File: src/rtl/counter_pkg.sv
// Shared encodings for the mode_counter slice.
package counter_pkg;

    localparam logic MODE_WRAP = 1'b0;
    localparam logic MODE_SAT  = 1'b1;
    localparam logic DIR_DOWN  = 1'b0;
    localparam logic DIR_UP    = 1'b1;

endpackage : counter_pkg

File: src/rtl/en_prescaler.sv
// Enable prescaler: emits one tick every (prescale+1) enabled cycles.
module en_prescaler
    import counter_pkg::*;
#(
    parameter int PS_WIDTH = 4
) (
    input  logic                clk,
    input  logic                rst,
    input  logic                en,
    input  logic                clr,
    input  logic [PS_WIDTH-1:0] prescale,
    output logic                tick
);

    logic [PS_WIDTH-1:0] r_ps_cnt;
    logic                w_at_period;

    // >= rather than == so lowering prescale below the running count
    // produces a tick on the very next enabled cycle.
    assign w_at_period = (r_ps_cnt >= prescale);
    assign tick        = en & w_at_period;

    always_ff @(posedge clk) begin
        if (rst) begin
            r_ps_cnt <= '0;
        end else if (clr) begin
            r_ps_cnt <= '0;
        end else if (en) begin
            if (w_at_period) begin
                r_ps_cnt <= '0;
            end else begin
                r_ps_cnt <= r_ps_cnt + PS_WIDTH'(1);
            end
        end
    end

endmodule : en_prescaler

File: src/rtl/mode_counter.sv
// Up/down counter with programmable limit, wrap/saturate mode, parallel load,
// enable prescaler and registered terminal-count pulse.
module mode_counter
    import counter_pkg::*;
#(
    parameter int WIDTH       = 8,
    parameter int MAX_DEFAULT = 255,
    parameter int PS_WIDTH    = 4
) (
    input  logic                clk,
    input  logic                rst,
    input  logic                en,
    input  logic                dir,
    input  logic                mode,
    input  logic                load,
    input  logic [WIDTH-1:0]    load_val,
    input  logic                max_wr,
    input  logic [WIDTH-1:0]    max_val,
    input  logic [PS_WIDTH-1:0] prescale,
    output logic [WIDTH-1:0]    out,
    output logic [WIDTH-1:0]    limit,
    output logic                tc
);

    logic [WIDTH-1:0] r_out;
    logic [WIDTH-1:0] r_limit;
    logic             r_tc;

    logic             w_tick;
    logic             w_step;
    logic [WIDTH-1:0] w_next_out;
    logic             w_next_tc;

    en_prescaler #(
        .PS_WIDTH (PS_WIDTH)
    ) u_prescaler (
        .clk      (clk),
        .rst      (rst),
        .en       (en),
        .clr      (load),
        .prescale (prescale),
        .tick     (w_tick)
    );

    assign w_step = en & w_tick & ~load;

    // Boundaries are resolved before +1/-1, so the arithmetic never wraps.
    always_comb begin
        w_next_out = r_out;
        w_next_tc  = 1'b0;
        if (dir == DIR_UP) begin
            if (r_out >= r_limit) begin
                w_next_tc  = 1'b1;
                w_next_out = (mode == MODE_SAT) ? r_limit : '0;
            end else begin
                w_next_out = r_out + WIDTH'(1);
            end
        end else begin
            if (r_out == '0) begin
                w_next_tc  = 1'b1;
                w_next_out = (mode == MODE_SAT) ? '0 : r_limit;
            end else if (r_out > r_limit) begin
                w_next_out = r_limit;
            end else begin
                w_next_out = r_out - WIDTH'(1);
            end
        end
    end

    always_ff @(posedge clk) begin
        if (rst) begin
            r_out <= '0;
            r_tc  <= 1'b0;
        end else if (load) begin
            r_out <= load_val;
            r_tc  <= 1'b0;
        end else if (w_step) begin
            r_out <= w_next_out;
            r_tc  <= w_next_tc;
        end else begin
            r_tc  <= 1'b0;
        end
    end

    // The step logic above reads the old limit when max_wr lands in the same cycle.
    always_ff @(posedge clk) begin
        if (rst) begin
            r_limit <= WIDTH'(MAX_DEFAULT);
        end else if (max_wr) begin
            r_limit <= max_val;
        end
    end

    assign out   = r_out;
    assign limit = r_limit;
    assign tc    = r_tc;

endmodule : mode_counter
File: config.mk
export PLATFORM = sky130hd
export DESIGN_NAME = mode_counter
export DESIGN_NICKNAME = d
export VERILOG_FILES = /design/src/rtl/counter_pkg.sv /design/src/rtl/en_prescaler.sv /design/src/rtl/mode_counter.sv
export SDC_FILE = /design/constraint.sdc
export NUM_CORES = 1
export LEC_CHECK = 0
export ABC_CLOCK_PERIOD_IN_PS = 4600
export CELL_PAD_IN_SITES_DETAIL_PLACEMENT = 1
export CELL_PAD_IN_SITES_GLOBAL_PLACEMENT = 1
export CORE_MARGIN = 2
export CORE_UTILIZATION = 25
export DETAILED_ROUTE_END_ITERATION = 12
export GPL_ROUTABILITY_DRIVEN = 1
export PLACE_DENSITY = 0.55
export SKIP_CTS_REPAIR_TIMING = 1
export SLEW_MARGIN = 10
export SYNTH_ARGS = -nofsm -noshare
export SYNTH_HDL_FRONTEND = slang
export SYNTH_SLANG_ARGS = --single-unit
File: constraint.sdc
create_clock -name clk -period 4.6 [get_ports clk]
set_clock_uncertainty 0.05 [all_clocks]
set_input_delay 0.69 -clock clk [delete_from_list [all_inputs] [get_ports clk]]
set_output_delay 0.69 -clock clk [all_outputs]
set_load 0.02 [all_outputs]
# == Word level (Yosys, flattened, before mapping) ==
# Cells that the tools add are included.
# classes
addsub,3
mul,0
div_mod_pow,0
magnitude_cmp,3
n_eq_ne,0
n_shift,0
muxes,12
bitwise,5
n_reduce_logical,4
# op_table
cell,count
$mux W8,8
$add A8 B1 Y8 const B,1
$ge A8 B8 Y1,1
$gt A8 B8 Y1,1
$logic_not A8 Y1,1
$sub A8 B1 Y8 const B,1
$add A4 B1 Y4 const B,1
$ge A4 B4 Y1,1
$mux W4,1
$and A1 B1 Y1,3
$mux W1,3
$reduce_or A3 Y1,1
$not A1 Y1,2
$reduce_bool A2 Y1,1
$reduce_or A2 Y1,1
# word_totals
regBits,21
latch_bits,0
ram_bits,0
mem_bits_ro,0
elab_cells,31
n_memories,0

# == Logic depth before layout (Yosys ltp) ==
# Gate-level depths: netlist of the first run.
# depth
depth_word,6
depth_mapped,8
ltp_nobuf,8

# == By module ==
# Synthesis of the first run repeated with hierarchy kept, for this count alone.
# hier_totals
cells_unflattened,237
area_unflattened_um2,1788.0
# modules_own_cells
module,instances,cells_per_inst,area_per_inst_um2,seq_area_each_um2
mode_counter,1,202,1495.2,340.3
en_prescaler,1,35,292.8,80.1

# == Worst setup path before layout of the first run ==
# OpenSTA, ideal clock, no wires.
# synth_timing
path_type,register to register
from,register r_out[7] (netlist: out[7])
to,register r_out[2] (netlist: out[2])
setup_ns,0.092
arrival_time_ns,2.428
required_ns,4.458
slack_ns,2.030
stages_incl_launch_ff,8
cell_sequence,dfxtp_1 ha_1 a21oi_1 a21boi_0 nor2_1 nor3_1 a221oi_1 o32ai_1
# synth_via
elab_chain_cells,6
word_cells_on_any_way,9
# synth_rtl
element,line_no,text
"start, declared",mode_counter.sv:25,logic [WIDTH-1:0] r_out;
"start signal, assigned",mode_counter.sv:75,r_out <= load_val;
"start signal, assigned",mode_counter.sv:78,r_out <= w_next_out;
$gt A8 B8 Y1,mode_counter.sv:62,end else if (r_out > r_limit) begin
$mux W8,mode_counter.sv:62,
$mux W8,mode_counter.sv:59,if (r_out == '0) begin
$mux W8 *,mode_counter.sv:51,if (dir == DIR_UP) begin
$mux W8 *,mode_counter.sv:77,end else if (w_step) begin
$mux W8 *,mode_counter.sv:74,end else if (load) begin
# Every way passes the cells marked *; elsewhere a longest branch is shown, timed or not. The select of a mux whose other input is x is not followed.
# A chain may end at the register's enable or synchronous reset.

# == Worst setup path in the final report of the first run ==
# Ends and elaborated chain as after synthesis.

==> flow_metrics.env, run 1 <==
export IMPL_syn_avg_cell_area_um2=8.36
export IMPL_synth_cells=209
export IMPL_antenna_found_initial=0
export IMPL_via_per_inst=5.08
export IMPL_peakVddDrop_v=0.0000990
export IMPL_p_switching_uw=187
export IMPL_yosysUniqueCellTypes=49
export IMPL_grt_pass1_wl_um=9620
export IMPL_swShare=0.351
export IMPL_synth_area_um2=1750
export IMPL_cap_violations=0
export IMPL_ios=44
export IMPL_utilization=0.332
export IMPL_ys_warnings_count=0
export IMPL_required_ns=4.73
export IMPL_whs_ns=0.484
export IMPL_worstPathArrival_ns=3.02
export IMPL_wl_per_cell_um=16.8
export IMPL_cts_sinks=21
export IMPL_setup_violations=0
export IMPL_yosysSeqAreaShare=0.241
export IMPL_dpl_hpwl_um=4550
export IMPL_dieArea_um2=7680
export IMPL_worst_pin_slew_ns=0.946
export IMPL_tns_ns=0
export IMPL_rsz0062_at_grt="no"
export IMPL_p_clk_frac=0.245
export IMPL_routabilityCongestion=0.815
export IMPL_finalCritPeriodShare=0.627
export IMPL_reg2reg_slack_ns=1.71
export IMPL_crit_type="reg2reg"
export IMPL_clk_path_buf_depth=2
export IMPL_relSlewSlack=0.364
export IMPL_nets=293
export IMPL_p_comb_frac=0.353
export IMPL_min_period_ns=2.89
export IMPL_worstPathMaxFanout=7
export IMPL_drive_gt1_frac=0.0482
export IMPL_leakagePower_uw=0.000906
export IMPL_htreeDepth=1
export IMPL_grt_max_degree=16
export IMPL_drc_errors=0
export IMPL_rows=30
export IMPL_grt_overflow=0
export IMPL_critPathCaptureType="flop"
export IMPL_min_path_type="reg2reg"
export IMPL_syn2layout_area_growth_pct=29.0
export IMPL_vias=1753
export IMPL_io_buffers=43
export IMPL_synth_async_sr_flop_share=0
export IMPL_fin_cells=345
export IMPL_syn_num_nets=252
export IMPL_synth_ff_type="dfxtp_1"
export IMPL_antenna_cells=0
export IMPL_cts_root_buf="clkbuf_8"
export IMPL_grt_pass1_vias=1845
export IMPL_p_int_uw=345
export IMPL_dp_cells=341
export IMPL_seqPwrFrac=0.402
export IMPL_finalWirelength_um=5800
export IMPL_insertion_delay_ns=0.27
export IMPL_cts_buffers=3
export IMPL_status="finished clean"
export IMPL_drtPass1Iterations=4
export IMPL_fillerInstances=827
export IMPL_core_um2=6790
export IMPL_drtIter0Drc=56
export IMPL_p_per_area_nw_per_um2=236
export IMPL_max_freq_mhz=346
export IMPL_drv_slew=0
export IMPL_synth_edf_count=0
export IMPL_fp_dieW_um=87.6
export IMPL_clk_pin_slew_worst_paths_ns=0.09
export IMPL_cp_start_kind="flop"
export IMPL_ant_nets=0
export IMPL_die_h_um=87.6
export IMPL_start_util=0.257
export IMPL_track_usage=0.162
export IMPL_hold_violations=0
export IMPL_cts_tree="built"
export IMPL_synth_seq_cells=21
-- flip-flops by register name (all words and copies together) (netlist names) --
register and flops:
u_prescaler.r_ps_cnt 4, out 8, tc 1, limit 8
-- final timing paths --
path / start / to / cells after the start
setup reg to reg: out[7] / out[2] / 8
setup / recovery: out[7] / out[2] / 8
hold / removal: u_prescaler.r_ps_cnt[3] / u_prescaler.r_ps_cnt[3] / 2
hold reg to reg: u_prescaler.r_ps_cnt[3] / u_prescaler.r_ps_cnt[3] / 2
-- cell type report --
type / count / area (µm²) / share of cell area
Sequential cell: 21 / 420 / 0.186
Inverter: 17 / 63.8 / 0.0283
Tap cell: 96 / 120 / 0.0533
Timing Repair Buffer: 45 / 445 / 0.198
Clock buffer: 4 / 45.0 / 0.0200
Multi-Input combinational cell: 162 / 1160 / 0.514
-- power by group through the flow --
stage / Combinational [µW] / Sequential [µW] / Clock [µW]
after floorplan: 113 / 221 / 0
after global placement: 188 / 219 / 0
after detailed placement: 187 / 219 / 0
after CTS: 189 / 214 / 136
after global routing: 210 / 216 / 144
final: 188 / 214 / 130
-- Yosys cell counts, types with 2 or more instances --
library cell	instances	share of area
a311oi_1	5	0.025
buf_6	2	0.013
and2_1	2	0.0072
o31ai_1	4	0.017
nand2_1	21	0.045
ha_1	16	0.11
nor4_1	3	0.011
nand3_1	6	0.017
nand4_1	3	0.011
xnor2_1	7	0.035
nor2_1	12	0.026
dfxtp_1	21	0.24
a221oi_1	4	0.020
clkinv_1	2	0.0043
nor2b_1	2	0.0072
mux2i_1	3	0.017
clkbuf_1	3	0.0064
a22o_1	2	0.010
xor2_1	8	0.040
nor3_1	10	0.029
a31oi_1	3	0.011
a22oi_1	6	0.026
a211oi_1	5	0.021
inv_1	15	0.032
o211ai_1	9	0.039
a21oi_1	10	0.029
nand2b_1	2	0.0072
a31o_2	2	0.010
-- routing by layer --
metal  routed length, µm  global-route usage  vias up  part of all wire
li1                    -                   -      865                 -
met1                2840               0.217      856              0.49
met2                2740               0.273       28              0.47
met3                 176              0.0292        4             0.030
met4                  49              0.0350        0            0.0084
met5                   0                   0        -                 0
-- logic make-up after synthesis --
family / Yosys count / share of synthesized area
AND/OR/NAND/NOR: 66 / 0.192
buffers and inverters: 26 / 0.0959
AO/OA/AOI/OAI: 62 / 0.265
multiplexers: 3 / 0.0172
flip-flops: 21 / 0.241
adder cells (fa/ha/maj): 16 / 0.115
XOR/XNOR: 15 / 0.0752
-- per-stage QoR --
step / setup slack [ns] / instance area (µm²) / total power, µW
final: 1.71 / 2250 / 532
after global routing: 1.40 / 2250 / 570
after CTS: 1.72 / 2250 / 539
after detailed placement: 1.48 / 2210 / 406
after global placement: 1.61 / 2210 / 407
after floorplan: 2.03 / 1750 / 334
-- layout by cell type, fill, tap and decap left out, types with 3 or more instances in the layout --
cell              n
a211oi_1          5
a21oi_1          10
a221oi_1          4
a22oi_1           6
a311oi_1          5
a31oi_1           3
clkbuf_8          3
clkdlybuf4s50_1  43
dfxtp_1          21
ha_1             16
inv_1            15
mux2i_1           3
nand2_1          21
nand3_1           6
nand4_1           3
nor2_1           12
nor3_1           10
nor4_1            3
o211ai_1          9
o31ai_1           4
xnor2_1           7
xor2_1            8
-- critical path: stages (launching register included) --
cell and delay, ns:
dfxtp_1 0.57, ha_1 0.33, a21oi_1 0.18, a21boi_0 0.20, buf_4 0.17, nor2_1 0.05, nor3_1 0.73, a221oi_1 0.21
o32ai_1 0.30
Note: power is estimated with default switching activity, not from simulation.
==> run 2, diff against run 1 <==
ABC_CLOCK_PERIOD_IN_PS = 2400   (was 4600)
PLACE_DENSITY = 0.57   (was 0.55)
clock period = 2.4 ns   (was 4.6 ns; I/O delays follow)
==> run 2 against run 1 <==
  * Final cell count increased by 11%
  * Critical path depth decreased by 2
  * Maximum frequency increased by 22%
  * Largest power group is now combinational logic
  * Sequential share of layout area decreased by 2.5 points
  * Combinational power increased to 2.5 times the previous value
  * Total power increased by 110%
  * Core utilization increased by 5.5 points
  * Worst setup slack got worse by 1.7 ns
  * Clock power increased by 96%
  * Largest cell class unchanged
  * First-iteration DRC count increased by 46%
  * Worst hold slack got worse by 0.023 ns
==> flow_metrics.env, run 2 (synthesis results as in run 1) <==
export IMPL_dpl_cell_area_um2=2480
export IMPL_dieArea_um2=7680
export IMPL_mostFrequentLayoutCell="clkdlybuf4s50_1"
export IMPL_grt_overflow=0
export IMPL_grt_max_degree=16
export IMPL_start_util=0.257
export IMPL_cp_startpoint="out[4]"
export IMPL_cp_start_kind="flop"
export IMPL_max_freq_mhz=422
export IMPL_timing_rr_start="out[4]"
export IMPL_critPathTopFamily="simple AND/OR/NAND/NOR gates"
export IMPL_path_buf_inv=0
export IMPL_required_ns=2.52
export IMPL_worstPathMaxFanout=8
export IMPL_clk_path_buf_depth=2
export IMPL_setup_violations=0
export IMPL_relSlewSlack=0.660
export IMPL_fin_area_um2=2630
export IMPL_grt_pass1_wl_um=9860
export IMPL_finalWirelength_um=6370
export IMPL_io_buffers=43
export IMPL_cts_sinks=21
export IMPL_track_usage=0.167
export IMPL_worst_pin_slew_ns=0.509
export IMPL_dpl_hpwl_um=4970
export IMPL_antenna_found_initial=0
export IMPL_antenna_cells=0
export IMPL_via_per_inst=4.94
export IMPL_drc_errors=0
export IMPL_peakVddDrop_v=0.000133
export IMPL_cp_slowest_cell="or4_4"
export IMPL_htreeDepth=1
export IMPL_syn2layout_area_growth_pct=50.5
export IMPL_final_cell_mix="43 x clkdlybuf4s50_1, 41 x buf_4, 20 x nand2_1, 18 x dfxtp_1"
export IMPL_cpPeakStageDelay_ns=0.57
export IMPL_worstPathArrival_ns=2.49
export IMPL_drv_slew=0
export IMPL_ant_nets=0
export IMPL_wl_per_cell_um=16.6
export IMPL_clk_pin_slew_worst_paths_ns=0.09
export IMPL_rsz0062_at_grt="yes"
export IMPL_die_h_um=87.6
export IMPL_core_um2=6790
export IMPL_routabilityCongestion=0.878
export IMPL_min_path_type="reg2reg"
export IMPL_leakagePower_uw=0.00112
export IMPL_cap_violations=0
export IMPL_tns_ns=0
export IMPL_multi_input_area_um2=1240
export IMPL_worstPathCellList="or4_4 -> nor4b_4 -> a211oi_2 -> a22o_4 -> a22o_1 -> a221o_1"
export IMPL_min_from="limit[3]"
export IMPL_grt_pass1_vias=1963
export IMPL_crit_type="reg2reg"
export IMPL_vias=1898
export IMPL_status="finished clean"
export IMPL_drtIter0Drc=82
export IMPL_finalCritPeriodShare=0.988
export IMPL_nets=332
export IMPL_rows=30
export IMPL_critPathCaptureType="flop"
export IMPL_cts_tree="built"
export IMPL_min_period_ns=2.37
export IMPL_cts_buffers=3
export IMPL_drtPass1Iterations=4
export IMPL_fillerInstances=820
export IMPL_p_per_area_nw_per_um2=424
export IMPL_regArea_um2=424
export IMPL_cts_root_buf="clkbuf_8"
export IMPL_fp_dieW_um=87.6
export IMPL_ios=44
export IMPL_hold_violations=0
export IMPL_drive_gt1_frac=0.233
export IMPL_insertion_delay_ns=0.27
-- run 2: changes by cell type in the layout (fill, tap and decap cells not counted), moves of 2 or more --
cell,change
nor3_2,+3
dfxtp_2,+3
dfxtp_1,-3
buf_4,+39
a211oi_1,-2
a211oi_2,+2
nor3_1,-3
-- run 2: path summary, 6_finish.rpt --
check / slack, ns / endpoint / cells after the start
worst max register to register: 0.03 / out[0] / 6
worst max-delay path: 0.03 / out[0] / 6
worst min register to register: 0.46 / limit[3] / 2
worst min-delay path: 0.46 / limit[3] / 2
-- run 2: final cells by class --
cell class              count  share of cell area
well taps                  96              0.0456
flip-flops and latches     21               0.161
inverters                  17              0.0243
repair buffers             84               0.281
clock buffers               4              0.0171
multi-input cells         162               0.471
-- run 2: layer usage --
metal  global-route usage  vias up  share of wire
li1                     -      940              -
met1                0.213      901           0.46
met2                0.295       51           0.48
met3               0.0273        6          0.043
met4               0.0350        0          0.012
met5                    0        -              0
-- run 2: power breakdown --
part           switching (µW)  internal [µW]  leakage, µW  total [µW]
sequential               16.2            370     0.000174         386
combinational             237            238     0.000922         475
clock                     136            119    0.0000228         255
total                     390            727      0.00112        1120
-- run 2: worst reg2reg max path, delay by kind of cell (launching register included) --
family	cells	cell delay, ns
AND/OR/NAND/NOR	2	1.01
flip-flops	1	0.35
AO/OA/AOI/OAI	4	0.87
-- run 2: per-stage QoR --
step | util | total power, µW | setup WS [ns] | hold slack [ns] | std cells
2_1_floorplan | - | 641 | 0.00123 | 0.379 | 209
3_3_place_gp | 0.366 | 836 | -0.00371 | 0.449 | 377
3_5_place_dp | 0.366 | 841 | -0.0471 | 0.454 | 377
4_1_cts | 0.372 | 1110 | -0.00448 | 0.471 | 381
5_1_grt | 0.387 | 1180 | -0.0196 | 0.494 | 384
6_report | 0.387 | 1120 | 0.0282 | 0.461 | 384
==> run 3, diff against run 2 <==
CTS_BUF_LIST = sky130_fd_sc_hd__clkbuf_4 sky130_fd_sc_hd__clkbuf_8   (was unset)
==> run 3 against run 2 <==
  * Total power rose by 0.84%
  * Clock power rose by 4%
  * Cell area up 0.14%
  * Via count shrank 0.11%
  * Critical path depth is the same
  * Core utilization up 0.055 points
  * Sequential share of layout area about the same
  * First-iteration DRC count rose by 4.9%
  * Routed wire length rose by 0.13%
  * Register-to-register slack hardly changed
  * Largest cell class unchanged
  * Largest power group unchanged
==> flow_metrics.env, run 3 (synthesis results as in run 1) <==
export IMPL_rows=30
export IMPL_p_per_area_nw_per_um2=427
export IMPL_die_h_um=87.6
export IMPL_drv_slew=0
export IMPL_clk_pin_slew_worst_paths_ns=0.09
export IMPL_cp_start_kind="flop"
export IMPL_min_path_type="reg2reg"
export IMPL_crit_type="reg2reg"
export IMPL_antenna_found_initial=0
export IMPL_cts_root_buf="clkbuf_8"
export IMPL_insertion_delay_ns=0.27
export IMPL_worst_pin_slew_ns=0.509
export IMPL_cts_buffers=3
export IMPL_fin_cells=384
export IMPL_drtIter0Drc=86
export IMPL_core_um2=6790
export IMPL_nets=332
export IMPL_drive_gt1_frac=0.236
export IMPL_start_util=0.257
export IMPL_peakVddDrop_v=0.000133
export IMPL_critPathCaptureType="flop"
export IMPL_clk_path_buf_depth=2
export IMPL_ant_nets=0
export IMPL_grt_pass1_vias=1963
export IMPL_final_cell_mix="43 x clkdlybuf4s50_1, 41 x buf_4, 20 x nand2_1, 18 x dfxtp_1"
export IMPL_dieArea_um2=7680
export IMPL_leakagePower_uw=0.00112
export IMPL_max_freq_mhz=422
export IMPL_grt_max_degree=16
export IMPL_via_per_inst=4.94
export IMPL_dpl_hpwl_um=4970
export IMPL_routabilityCongestion=0.878
export IMPL_setup_violations=0
export IMPL_wl_per_cell_um=16.6
export IMPL_min_period_ns=2.37
export IMPL_status="finished clean"
export IMPL_worstPathMaxFanout=8
export IMPL_cts_sinks=21
export IMPL_syn2layout_area_growth_pct=50.8
export IMPL_finalWirelength_um=6380
export IMPL_grt_overflow=0
export IMPL_dp_cells=377
export IMPL_drc_errors=0
export IMPL_mostFrequentLayoutCell="clkdlybuf4s50_1"
export IMPL_finalPower_uw=1130
export IMPL_drtPass1Iterations=4
export IMPL_io_buffers=43
export IMPL_fp_dieW_um=87.6
export IMPL_hold_violations=0
export IMPL_relSlewSlack=0.660
export IMPL_required_ns=2.52
export IMPL_antenna_cells=0
export IMPL_track_usage=0.167
export IMPL_cts_tree="built"
export IMPL_rsz0062_at_grt="yes"
export IMPL_worstPathArrival_ns=2.49
export IMPL_finalCritPeriodShare=0.988
export IMPL_grt_pass1_wl_um=9860
export IMPL_htreeDepth=1
export IMPL_ios=44
export IMPL_vias=1896
export IMPL_tns_ns=0
export IMPL_cap_violations=0
run 3: cell counts in the layout (fill, tap and decap cells not counted):
Identical to the previous run, type by type.
run 3: routing by layer:
metal,vias to the layer above,global-route usage,wire (µm),part of all wire
met5,-,0,0,0
met4,0,0.0350,74,0.012
met1,900,0.213,2950,0.46
met3,6,0.0273,260,0.041
li1,942,-,-,-
met2,48,0.295,3090,0.48
run 3: cell type report:
cell class | instances | area [µm²]
fillers | 820 | 4160
clock buffers | 4 | 48.8
inverters | 17 | 63.8
repair buffers | 84 | 738
flip-flops and latches | 21 | 424
well taps | 96 | 120
multi-input cells | 162 | 1240
run 3: worst max-delay path, stage by stage, from the launching register on:
cell	delay, ns
dfxtp_2	0.35
or4_4	0.57
nor4b_4	0.44
a211oi_2	0.07
a22o_4	0.29
a22o_1	0.20
a221o_1	0.31
run 3: metrics by stage:
step	hold WS [ns]	setup slack [ns]	area (µm²)	util
after global routing	0.494	-0.0196	2640	0.388
final	0.463	0.0278	2640	0.388
after detailed placement	0.454	-0.0471	2480	0.366
after CTS	0.471	-0.00443	2530	0.373
after global placement	0.449	-0.00371	2480	0.366
after floorplan	0.379	0.00123	1750	-
run 3: power breakdown:
part / leakage (µW) / internal (µW) / switching, µW / total [µW]
logic: 0.000922 / 238 / 237 / 475
registers: 0.000174 / 370 / 16.2 / 386
clock network: 0.0000262 / 130 / 135 / 265
run 3: worst paths after layout:
check,slack [ns],startpoint,endpoint,depth (start not counted)
setup / recovery,0.03,out[4],out[0],6
hold / removal,0.46,limit[3],limit[3],2
setup reg to reg,0.03,out[4],out[0],6
hold reg to reg,0.46,limit[3],limit[3],2
